### src/rtl/spi_slave.sv
// SPI responder on the shared clk_div: LSB-first receive/transmit of FRAME-bit words.
// Optional start/stop bit check enabled by defining SPI_SLAVE_FRAME_CHECK_EN.
module spi_slave #(
    parameter int package_size = 8,
    localparam int FRAME = package_size + 2
) (
    input  logic             clk_div,
    input  logic             rst_n,
    input  logic             SS,
    input  logic             MOSI,
    output logic             MISO,
    input  logic [FRAME-1:0] tx_data,
    input  logic             tx_load,
    output logic             tx_busy,
    output logic [FRAME-1:0] rx_data,
    output logic             rx_valid,
    output logic             frame_abort
`ifdef SPI_SLAVE_FRAME_CHECK_EN
    ,
    output logic             frame_err
`endif
);

    localparam int CNT_W = $clog2(FRAME + 1);

    typedef enum logic [1:0] {
        IDLE  = 2'd0,
        SHIFT = 2'd1,
        DONE  = 2'd2
    } state_t;

    state_t             state_q, state_d;
    logic [CNT_W-1:0]   cnt_q, cnt_d;
    logic [FRAME-1:0]   rx_sh_q, rx_sh_d;
    logic [FRAME-1:0]   tx_sh_q, tx_sh_d;
    logic [FRAME-1:0]   tx_next_s;
    logic               miso_q, miso_d;
    logic               busy_q, busy_d;
    logic [FRAME-1:0]   rx_data_q, rx_data_d;
    logic               rx_valid_q, rx_valid_d;
    logic               abort_q, abort_d;
`ifdef SPI_SLAVE_FRAME_CHECK_EN
    logic               frame_err_q, frame_err_d;
`endif

    // A load on the same edge as frame start must win, so bit 0 comes from tx_data directly.
    assign tx_next_s = tx_load ? tx_data : tx_sh_q;

    // Next-state and next-output logic for the frame FSM.
    always_comb begin
        state_d    = state_q;
        cnt_d      = cnt_q;
        rx_sh_d    = rx_sh_q;
        tx_sh_d    = tx_sh_q;
        miso_d     = miso_q;
        busy_d     = busy_q;
        rx_data_d  = rx_data_q;
        rx_valid_d = 1'b0;
        abort_d    = 1'b0;
`ifdef SPI_SLAVE_FRAME_CHECK_EN
        frame_err_d = 1'b0;
`endif
        case (state_q)
            IDLE: begin
                if (!SS) begin
                    rx_sh_d = {MOSI, rx_sh_q[FRAME-1:1]};
                    cnt_d   = CNT_W'(1);
                    busy_d  = 1'b1;
                    miso_d  = tx_next_s[0];
                    tx_sh_d = {1'b0, tx_next_s[FRAME-1:1]};
                    state_d = SHIFT;
                end else begin
                    tx_sh_d = tx_next_s;
                    miso_d  = 1'b0;
                end
            end
            SHIFT: begin
                if (SS) begin
                    abort_d = 1'b1;
                    rx_sh_d = '0;
                    cnt_d   = '0;
                    busy_d  = 1'b0;
                    miso_d  = 1'b0;
                    state_d = IDLE;
                end else begin
                    rx_sh_d = {MOSI, rx_sh_q[FRAME-1:1]};
                    miso_d  = tx_sh_q[0];
                    tx_sh_d = {1'b0, tx_sh_q[FRAME-1:1]};
                    cnt_d   = cnt_q + CNT_W'(1);
                    if (cnt_q + CNT_W'(1) == CNT_W'(FRAME)) begin
                        state_d = DONE;
                    end else begin
                        state_d = SHIFT;
                    end
                end
            end
            DONE: begin
                rx_data_d  = rx_sh_q;
                rx_valid_d = 1'b1;
                busy_d     = 1'b0;
                cnt_d      = '0;
                miso_d     = 1'b0;
                state_d    = IDLE;
`ifdef SPI_SLAVE_FRAME_CHECK_EN
                frame_err_d = rx_sh_q[0] | ~rx_sh_q[FRAME-1];
`endif
            end
            default: begin
                cnt_d   = '0;
                busy_d  = 1'b0;
                miso_d  = 1'b0;
                state_d = IDLE;
            end
        endcase
    end

    // State and output registers.
    always_ff @(posedge clk_div or negedge rst_n) begin
        if (!rst_n) begin
            state_q    <= IDLE;
            cnt_q      <= '0;
            rx_sh_q    <= '0;
            tx_sh_q    <= '0;
            miso_q     <= 1'b0;
            busy_q     <= 1'b0;
            rx_data_q  <= '0;
            rx_valid_q <= 1'b0;
            abort_q    <= 1'b0;
`ifdef SPI_SLAVE_FRAME_CHECK_EN
            frame_err_q <= 1'b0;
`endif
        end else begin
            state_q    <= state_d;
            cnt_q      <= cnt_d;
            rx_sh_q    <= rx_sh_d;
            tx_sh_q    <= tx_sh_d;
            miso_q     <= miso_d;
            busy_q     <= busy_d;
            rx_data_q  <= rx_data_d;
            rx_valid_q <= rx_valid_d;
            abort_q    <= abort_d;
`ifdef SPI_SLAVE_FRAME_CHECK_EN
            frame_err_q <= frame_err_d;
`endif
        end
    end

    assign MISO        = miso_q;
    assign tx_busy     = busy_q;
    assign rx_data     = rx_data_q;
    assign rx_valid    = rx_valid_q;
    assign frame_abort = abort_q;
`ifdef SPI_SLAVE_FRAME_CHECK_EN
    assign frame_err   = frame_err_q;
`endif

endmodule

### config.mk
export PLATFORM = sky130hd
export DESIGN_NAME = spi_slave
export DESIGN_NICKNAME = d
export VERILOG_FILES = /design/src/rtl/spi_slave.sv
export SDC_FILE = /design/constraint.sdc
export NUM_CORES = 1
export LEC_CHECK = 0
export CELL_PAD_IN_SITES_DETAIL_PLACEMENT = 0
export CELL_PAD_IN_SITES_GLOBAL_PLACEMENT = 1
export CORE_ASPECT_RATIO = 1.25
export CORE_MARGIN = 2
export CORE_UTILIZATION = 41
export CTS_CLUSTER_DIAMETER = 100
export DETAILED_ROUTE_END_ITERATION = 12
export PLACE_DENSITY = 0.79
export SLEW_MARGIN = 20
export SYNTH_ARGS = -nofsm -noshare
export SYNTH_HDL_FRONTEND = slang
export SYNTH_SLANG_ARGS = --single-unit
export TNS_END_PERCENT = 5
### constraint.sdc
create_clock -name clk_div -period 1.58 [get_ports clk_div]
set_clock_uncertainty 0.15 [all_clocks]
set_input_delay 0.316 -clock clk_div [delete_from_list [all_inputs] [get_ports clk_div]]
set_output_delay 0.316 -clock clk_div [all_outputs]
set_load 0.01 [all_outputs]
==> results.py, run 1 <==
metrics = {
    "yosys": {
        "number_of_enable_type_register_cells_in_the_synthesized_netlist": 0,
        "synth_async_sr_flop_share_pct": 100.0,
        "netlist.top_cell.by_area": "dfrtp_1",
        "netlist.area_leader.share_pct": 51.78,
        "yosys_warnings": 0,
        "synthesis.area_mm2": 0.001933,
        "synth.cells.most_frequent": "40 x dfrtp_1, 22 x nor2_1, 18 x a21oi_1, 12 x a22o_1",
        "synth-seq-cells": 40,
        "yosys.cell_types.count": 33,
        "postSynthNetCount": 204,
        "synth_ff_type": "dfrtp_1",
        "syn_avg_cell_area_um2": 10.34,
        "synth.yosys.seq_area_share_pct": 51.78,
        "synthMostInstantiatedCell": "dfrtp_1",
        "postSynthCellCount": 187,
        "synthTopCellsByArea": "dfrtp_1 52%, a22o_1 5.4%, mux2_1 5.2%",
    },
    "sta": {
        "achievable-frequency_mhz": 680.8,
        "grt_setup_unrepaired": "no",
        "final.setup.worst_slack_ns": 0.1111,
        "setup_viol_count_final": 0,
        "max_slew.worst_pin.slew_ns": 0.4201,
        "slew_violations": 0,
        "fin_crit_ns": 1.469,
        "post-route-period-util_pct": 92.97,
        "final_hold_fails": 0,
        "max_slew_margin_pct": 71.96,
    },
    "floorplanning": {
        "core_area_mm2": 0.004459,
        "initial_utilization_pct": 43.35,
        "die_area_mm2": 0.005284,
        "die_width_um": 65.42,
        "dieHeight_um": 80.77,
        "top_level_ports": 29,
        "fp-row-count": 27,
    },
    "final_layout": {
        "area_delta_synth_final_pct": 29.90,
        "design.final.nets": 245,
        "final_layout_size_suffix_gt1_share_pct": 16.16,
        "diodes": 0,
        "n_fill_cell": 411,
    },
    "run": {
        "timing.max_cap.violations": 0,
    },
    "route": {
        "detailedRoute.firstIterationViolations": 127,
        "vias_per_cell": 5.460,
        "postRouteAntennaNets": 0,
        "drtPass1Iterations": 4,
        "detail_route.drc_violations": 0,
        "wire_per_inst_um": 15.06,
        "totalWireLength_um": 4322,
        "via_count": 1567,
    },
    "hold_path": {
        "timing.hold.worst.class": "register to register",
    },
    "power": {
        "power.total_mw": 2.385,
        "static-leakage-power_nw": 1.221,
        "power_per_cell_area_mw_per_mm2": 949.8,
        "max-vdd-ir-drop_uv": 629.3,
    },
    "setup_path": {
        "critical-path-slowest-cell": "dfrtp_1",
        "cpPeakStageDelay_ns": 0.47,
        "setup.worst_path.end_class": "register",
        "setup.worst_path.start_class": "register",
        "worstSetupPathType": "register to register",
        "timing.critical_path.arrival_ns": 1.50,
        "critical_path.max_fanout": 10,
        "cp.required_ns": 1.62,
        "crit_chain": "buf_4 -> nor2b_2 -> nor2_1 -> o22ai_1 -> a21oi_1",
    },
    "place": {
        "place.gp.congestion": 0.7879,
        "placement.setup.worst_slack_ns": -0.3370,
        "place_hpwl_um": 3037,
        "port-buffer-count": 28,
    },
    "cts": {
        "cts.root.buffer_cell": "clkbuf_8",
        "cts_inserted_buffers": 5,
        "tritoncts": "built",
        "clock_latency_ns": 0.30,
        "cts_buffer_depth": 2,
        "cts_sinks": 40,
        "post-cts-setup-buffers": 0,
        "clkTransAtPathRegs_ns": 0.08,
        "cts_htree_levels": 2,
    },
    "global_routing": {
        "grt_antenna_before_repair": 0,
        "grt_first_pass_wirelength_um": 7389,
        "maximum_number_of_pins_on_one_net_before_global_route_repair": 41,
        "grt_pass1_vias": 1557,
        "grt_use_total_pct": 18.40,
        "grt.overflow.total": 0,
    },
    "run_status": {
        "status": "completed",
    },
}
-- power by group --
part | internal (mW) | switching, mW
Sequential | 1.09 | 0.0687
Combinational | 0.182 | 0.176
Clock | 0.476 | 0.389
Total | 1.75 | 0.633
-- logic make-up after synthesis --
group / Yosys count / share of synthesized area [%]
AOI/OAI and AO/OA: 64 / 23.56
and+or+nand+nor: 48 / 11.52
DFF: 40 / 51.78
buffers and inverters: 21 / 5.113
muxes: 10 / 5.825
xor gates and xnor gates: 2 / 0.9063
adders and majority gates: 2 / 1.294
-- cell type report --
| type | count | area (um^2) | area share, % |
|---|---|---|---|
| clock buffers | 5 | 68.82 | 2.740 |
| clock inverters | 3 | 46.29 | 1.844 |
| inverters | 7 | 28.78 | 1.146 |
| multi-input cells | 126 | 840.8 | 33.48 |
| flip-flops and latches | 40 | 1001 | 39.86 |
| well taps | 58 | 72.57 | 2.890 |
| repair buffers | 48 | 452.9 | 18.04 |
-- final timing paths --
| check | start | to | slack (ns) | depth (start not counted) |
|---|---|---|---|---|
| max | state_q[0]$_DFFE_PN0P_ | tx_sh_q[4]$_DFFE_PN0P_ | 0.11 | 5 |
| min | rx_data[4]$_DFFE_PN0P_ | rx_data[4]$_DFFE_PN0P_ | 0.34 | 1 |
| max reg2reg | state_q[0]$_DFFE_PN0P_ | tx_sh_q[4]$_DFFE_PN0P_ | 0.11 | 5 |
| min reg2reg | rx_data[4]$_DFFE_PN0P_ | rx_data[4]$_DFFE_PN0P_ | 0.34 | 1 |
| max in group asynchronous | rst_n | tx_sh_q[2]$_DFFE_PN0P_ | 0.72 | 3 |
| min in group asynchronous | rst_n | tx_sh_q[6]$_DFFE_PN0P_ | 0.35 | 3 |
-- metrics by stage --
step	instance area [um^2]	hold WS, ns	util [%]	std cells	TNS, ns
floorplan	1933	-0.1296	-	187	0
global placement	2389	0.1514	53.56	278	-5.802
detailed placement	2389	0.1527	53.56	278	-7.587
CTS	2499	0.3527	56.03	287	0
global route	2511	0.3630	56.31	287	0
finish	2511	0.3423	56.31	287	0
-- critical path: cells and delay by family (launching register included) --
| kind | cells | cell delay [ns] |
|---|---|---|
| compound gates | 2 | 0.26 |
| buf+inv | 1 | 0.21 |
| flops | 1 | 0.47 |
| simple gates | 2 | 0.27 |
-- cells in the final DEF, fill, tap and decap left out, types with 2 or more instances in the layout --
master and n:
a21oi_1 18, a221oi_1 7, a22o_1 12, a22oi_1 2, buf_12 3, buf_4 16
clkbuf_8 5, clkdlybuf4s50_1 11, dfrtp_1 40, dlygate4sd2_1 14, dlymetal6s2s_1 2, ha_1 2
inv_1 6, mux2_1 9, nand2_1 10, nand2b_1 7, nor2_1 21, nor2b_2 2
o21a_1 2, o21ai_1 5, o21bai_1 2, o22a_1 3, o22ai_1 6, o31ai_1 2
o31ai_2 3, xnor2_1 2
-- layer usage --
layer | track usage (%) | share of wire (%) | vias to the layer above
met1 | 22.11 | 43 | 776
met3 | 4.017 | 4.3 | 4
met5 | 0 | 0 | -
li1 | - | - | 751
met2 | 32.24 | 52 | 36
met4 | 6.875 | 1.1 | 0
-- sequential cells by signal, indices dropped and copies added (netlist names) --
name / flops
rx_valid: 1
tx_sh_q: 10
rx_sh_q: 10
tx_busy: 1
MISO: 1
cnt_q: 4
state_q: 2
frame_abort: 1
rx_data: 10
-- what timing repair did --
item	in CTS	in global routing
setup endpoints to repair	15	23
hold buffers	1	0
resized for setup	15	5
endpoints found under the hold margin	40	0
pin swaps	0	0
No activity file was read; power rests on OpenSTA's default activity.
==> run 2: changes to the inputs <==
--- a/config.mk
+++ b/config.mk
@@ -9,3 +9,3 @@
 export CELL_PAD_IN_SITES_GLOBAL_PLACEMENT = 1
-export CORE_ASPECT_RATIO = 1.25
+export CORE_ASPECT_RATIO = 0.7
 export CORE_MARGIN = 2
--- a/constraint.sdc
+++ b/constraint.sdc
@@ -4,2 +4,2 @@
 set_output_delay 0.316 -clock clk_div [all_outputs]
-set_load 0.01 [all_outputs]
+set_load 0.005 [all_outputs]
==> results.py, run 2 (synthesis gave the netlist of run 1 again) <==
metrics = {
    "run_status": {
        "status": "completed",
    },
    "cts": {
        "cts_htree_levels": 2,
        "cts_buffer_depth": 2,
        "clkTransAtPathRegs_ns": 0.08,
        "tritoncts": "built",
        "clock_latency_ns": 0.28,
        "cts_sinks": 40,
        "cts.root.buffer_cell": "clkbuf_8",
        "cts_inserted_buffers": 5,
    },
    "setup_path": {
        "critical-path-slowest-cell": "dfrtp_1",
        "crit_chain": "ha_1 -> xnor2_2 -> nand4_1 -> and2_1",
        "reg2reg_setup_slack_ns": 0.10,
        "timing.critical_path.arrival_ns": 1.51,
        "rr_startpoint": "cnt_q[0]$_DFFE_PN0P_",
        "setup.worst_path.end_class": "register",
        "cp.required_ns": 1.61,
        "setup.worst_path.start_class": "register",
        "reg2regPathDepth": 4,
        "worst_setup_path_endpoint": "state_q[0]$_DFFE_PN0P_",
        "rr_endpoint": "state_q[0]$_DFFE_PN0P_",
        "critical_path.max_fanout": 5,
        "worstSetupPathType": "register to register",
        "cpPeakStageDelay_ns": 0.44,
        "timing.critical_path.from": "cnt_q[0]$_DFFE_PN0P_",
    },
    "final_layout": {
        "mostFrequentLayoutCells": "40 x dfrtp_1, 21 x nor2_1, 18 x a21oi_1, 18 x buf_4, 13 x dlygate4sd2_1",
        "postLayoutCoreUtil_pct": 57.23,
        "final_layout_size_suffix_gt1_share_pct": 17.03,
        "layout.cells.non_filler": 284,
        "seq_area_mm2": 0.001001,
        "diodes": 0,
        "final_cell_area_mm2": 0.002535,
        "commonest_non_fill_non_tap_cell_in_the_layout": "dfrtp_1",
        "multiInputGateArea_um2": 855.8,
        "n_fill_cell": 364,
        "area_delta_synth_final_pct": 31.13,
        "design.final.nets": 246,
    },
    "route": {
        "totalWireLength_um": 4259,
        "vias_per_cell": 5.539,
        "detailedRoute.firstIterationViolations": 100,
        "wire_per_inst_um": 15.00,
        "detail_route.drc_violations": 0,
        "drtPass1Iterations": 4,
        "postRouteAntennaNets": 0,
        "via_count": 1573,
    },
    "global_routing": {
        "grt_util_met1_pct": 23.71,
        "grt_use_met2_pct": 26.36,
        "grt_use_met3_pct": 5.094,
        "grt_busiest_layer": "met2",
        "grt_use_total_pct": 17.24,
        "maximum_number_of_pins_on_one_net_before_global_route_repair": 26,
        "grt_first_pass_wirelength_um": 6934,
        "grt_pass1_vias": 1451,
        "grt_antenna_before_repair": 0,
        "grt.overflow.total": 0,
    },
    "sta": {
        "max_slew_margin_pct": 71.07,
        "final_hold_fails": 0,
        "fin_crit_ns": 1.476,
        "achievable-frequency_mhz": 677.5,
        "fin_hold_ws_ns": 0.3362,
        "setup_viol_count_final": 0,
        "max_slew.worst_pin.slew_ns": 0.4339,
        "grt_setup_unrepaired": "no",
        "slew_violations": 0,
        "post-route-period-util_pct": 93.42,
        "totalNegativeSetupSlack_ns": 0,
    },
    "floorplanning": {
        "die_width_um": 86.07,
        "die_area_mm2": 0.005289,
        "core_area_mm2": 0.004429,
        "dieHeight_um": 61.45,
        "top_level_ports": 29,
        "fp-row-count": 20,
        "initial_utilization_pct": 43.64,
    },
    "place": {
        "place.gp.congestion": 0.8726,
        "post-place-cells": 275,
        "place_hpwl_um": 3005,
        "port-buffer-count": 28,
        "postPlaceCellArea_mm2": 0.002372,
    },
    "run": {
        "timing.max_cap.violations": 0,
    },
    "hold_path": {
        "timing.hold.worst.class": "primary input to asynchronous set/reset pin",
    },
    "power": {
        "static-leakage-power_nw": 1.256,
        "max-vdd-ir-drop_uv": 393.3,
        "power_per_cell_area_mw_per_mm2": 986.7,
    },
}
## run 2: cell types whose count changed in the layout (fill, tap and decap cells not counted)
cell	before	now
xnor2_2	0	1
dlymetal6s2s_1	2	3
nand2b_1	7	6
xnor2_1	2	1
inv_6	1	0
bufinv_16	1	2
dlygate4sd2_1	14	13
clkinvlp_4	1	0
buf_12	3	2
nand2b_4	0	1
buf_4	16	18
## run 2: through the flow
stage | setup slack [ns] | total power, mW
CTS | -0.01156 | 2.520
finish | 0.1040 | 2.501
floorplan | 0.2486 | 1.378
detailed placement | -0.3617 | 1.536
global route | 0.01937 | 2.619
global placement | -0.2974 | 1.518
## run 2: layout make-up
class / instances / share of cell area (%)
Clock inverter: 2 / 2.369
Multi-Input combinational cell: 126 / 33.76
Sequential cell: 40 / 39.49
Clock buffer: 5 / 2.715
Tap cell: 55 / 2.715
Inverter: 7 / 1.135
Timing Repair Buffer: 49 / 17.82
## run 2: worst min-delay path by stage
stage / end / slack (ns)
global placement: tx_sh_q[8]$_DFFE_PN0P_ / 0.12
finish: tx_sh_q[5]$_DFFE_PN0P_ / 0.34
CTS: rx_data[1]$_DFFE_PN0P_ / 0.34
detailed placement: tx_sh_q[5]$_DFFE_PN0P_ / 0.13
global route: rx_data[6]$_DFFE_PN0P_ / 0.36
floorplan: MISO$_DFF_PN0_ / -0.13
## run 2: worst max-delay path: cells and delay by family, from the launching register on
| family | cells | cell delay (ns) |
|---|---|---|
| xor gates and xnor gates | 1 | 0.17 |
| DFF | 1 | 0.44 |
| adders and majority gates | 1 | 0.26 |
| and+or+nand+nor | 2 | 0.35 |
## run 2: per-layer routing
layer,share of wire (%),vias up
li1,-,751
met1,50,777
met2,44,39
met3,5.1,6
met4,0.85,0
met5,0,-
## run 2: power breakdown
group          total [mW]  leakage (nW)  internal (mW)  switching, mW
clock               0.975        0.0642          0.622          0.354
sequential           1.16         0.520           1.09         0.0697
combinational       0.362         0.671          0.188          0.173
## run 2: what timing repair did
| action | in CTS | in global routing |
|---|---|---|
| hold buffers | 1 | 0 |
| buffers inserted | 1 | 0 |
| endpoints found under the setup margin | 13 | 13 |
| gates resized for setup | 16 | 7 |
| endpoints found under the hold margin | 15 | 0 |
| cloned | 0 | 0 |
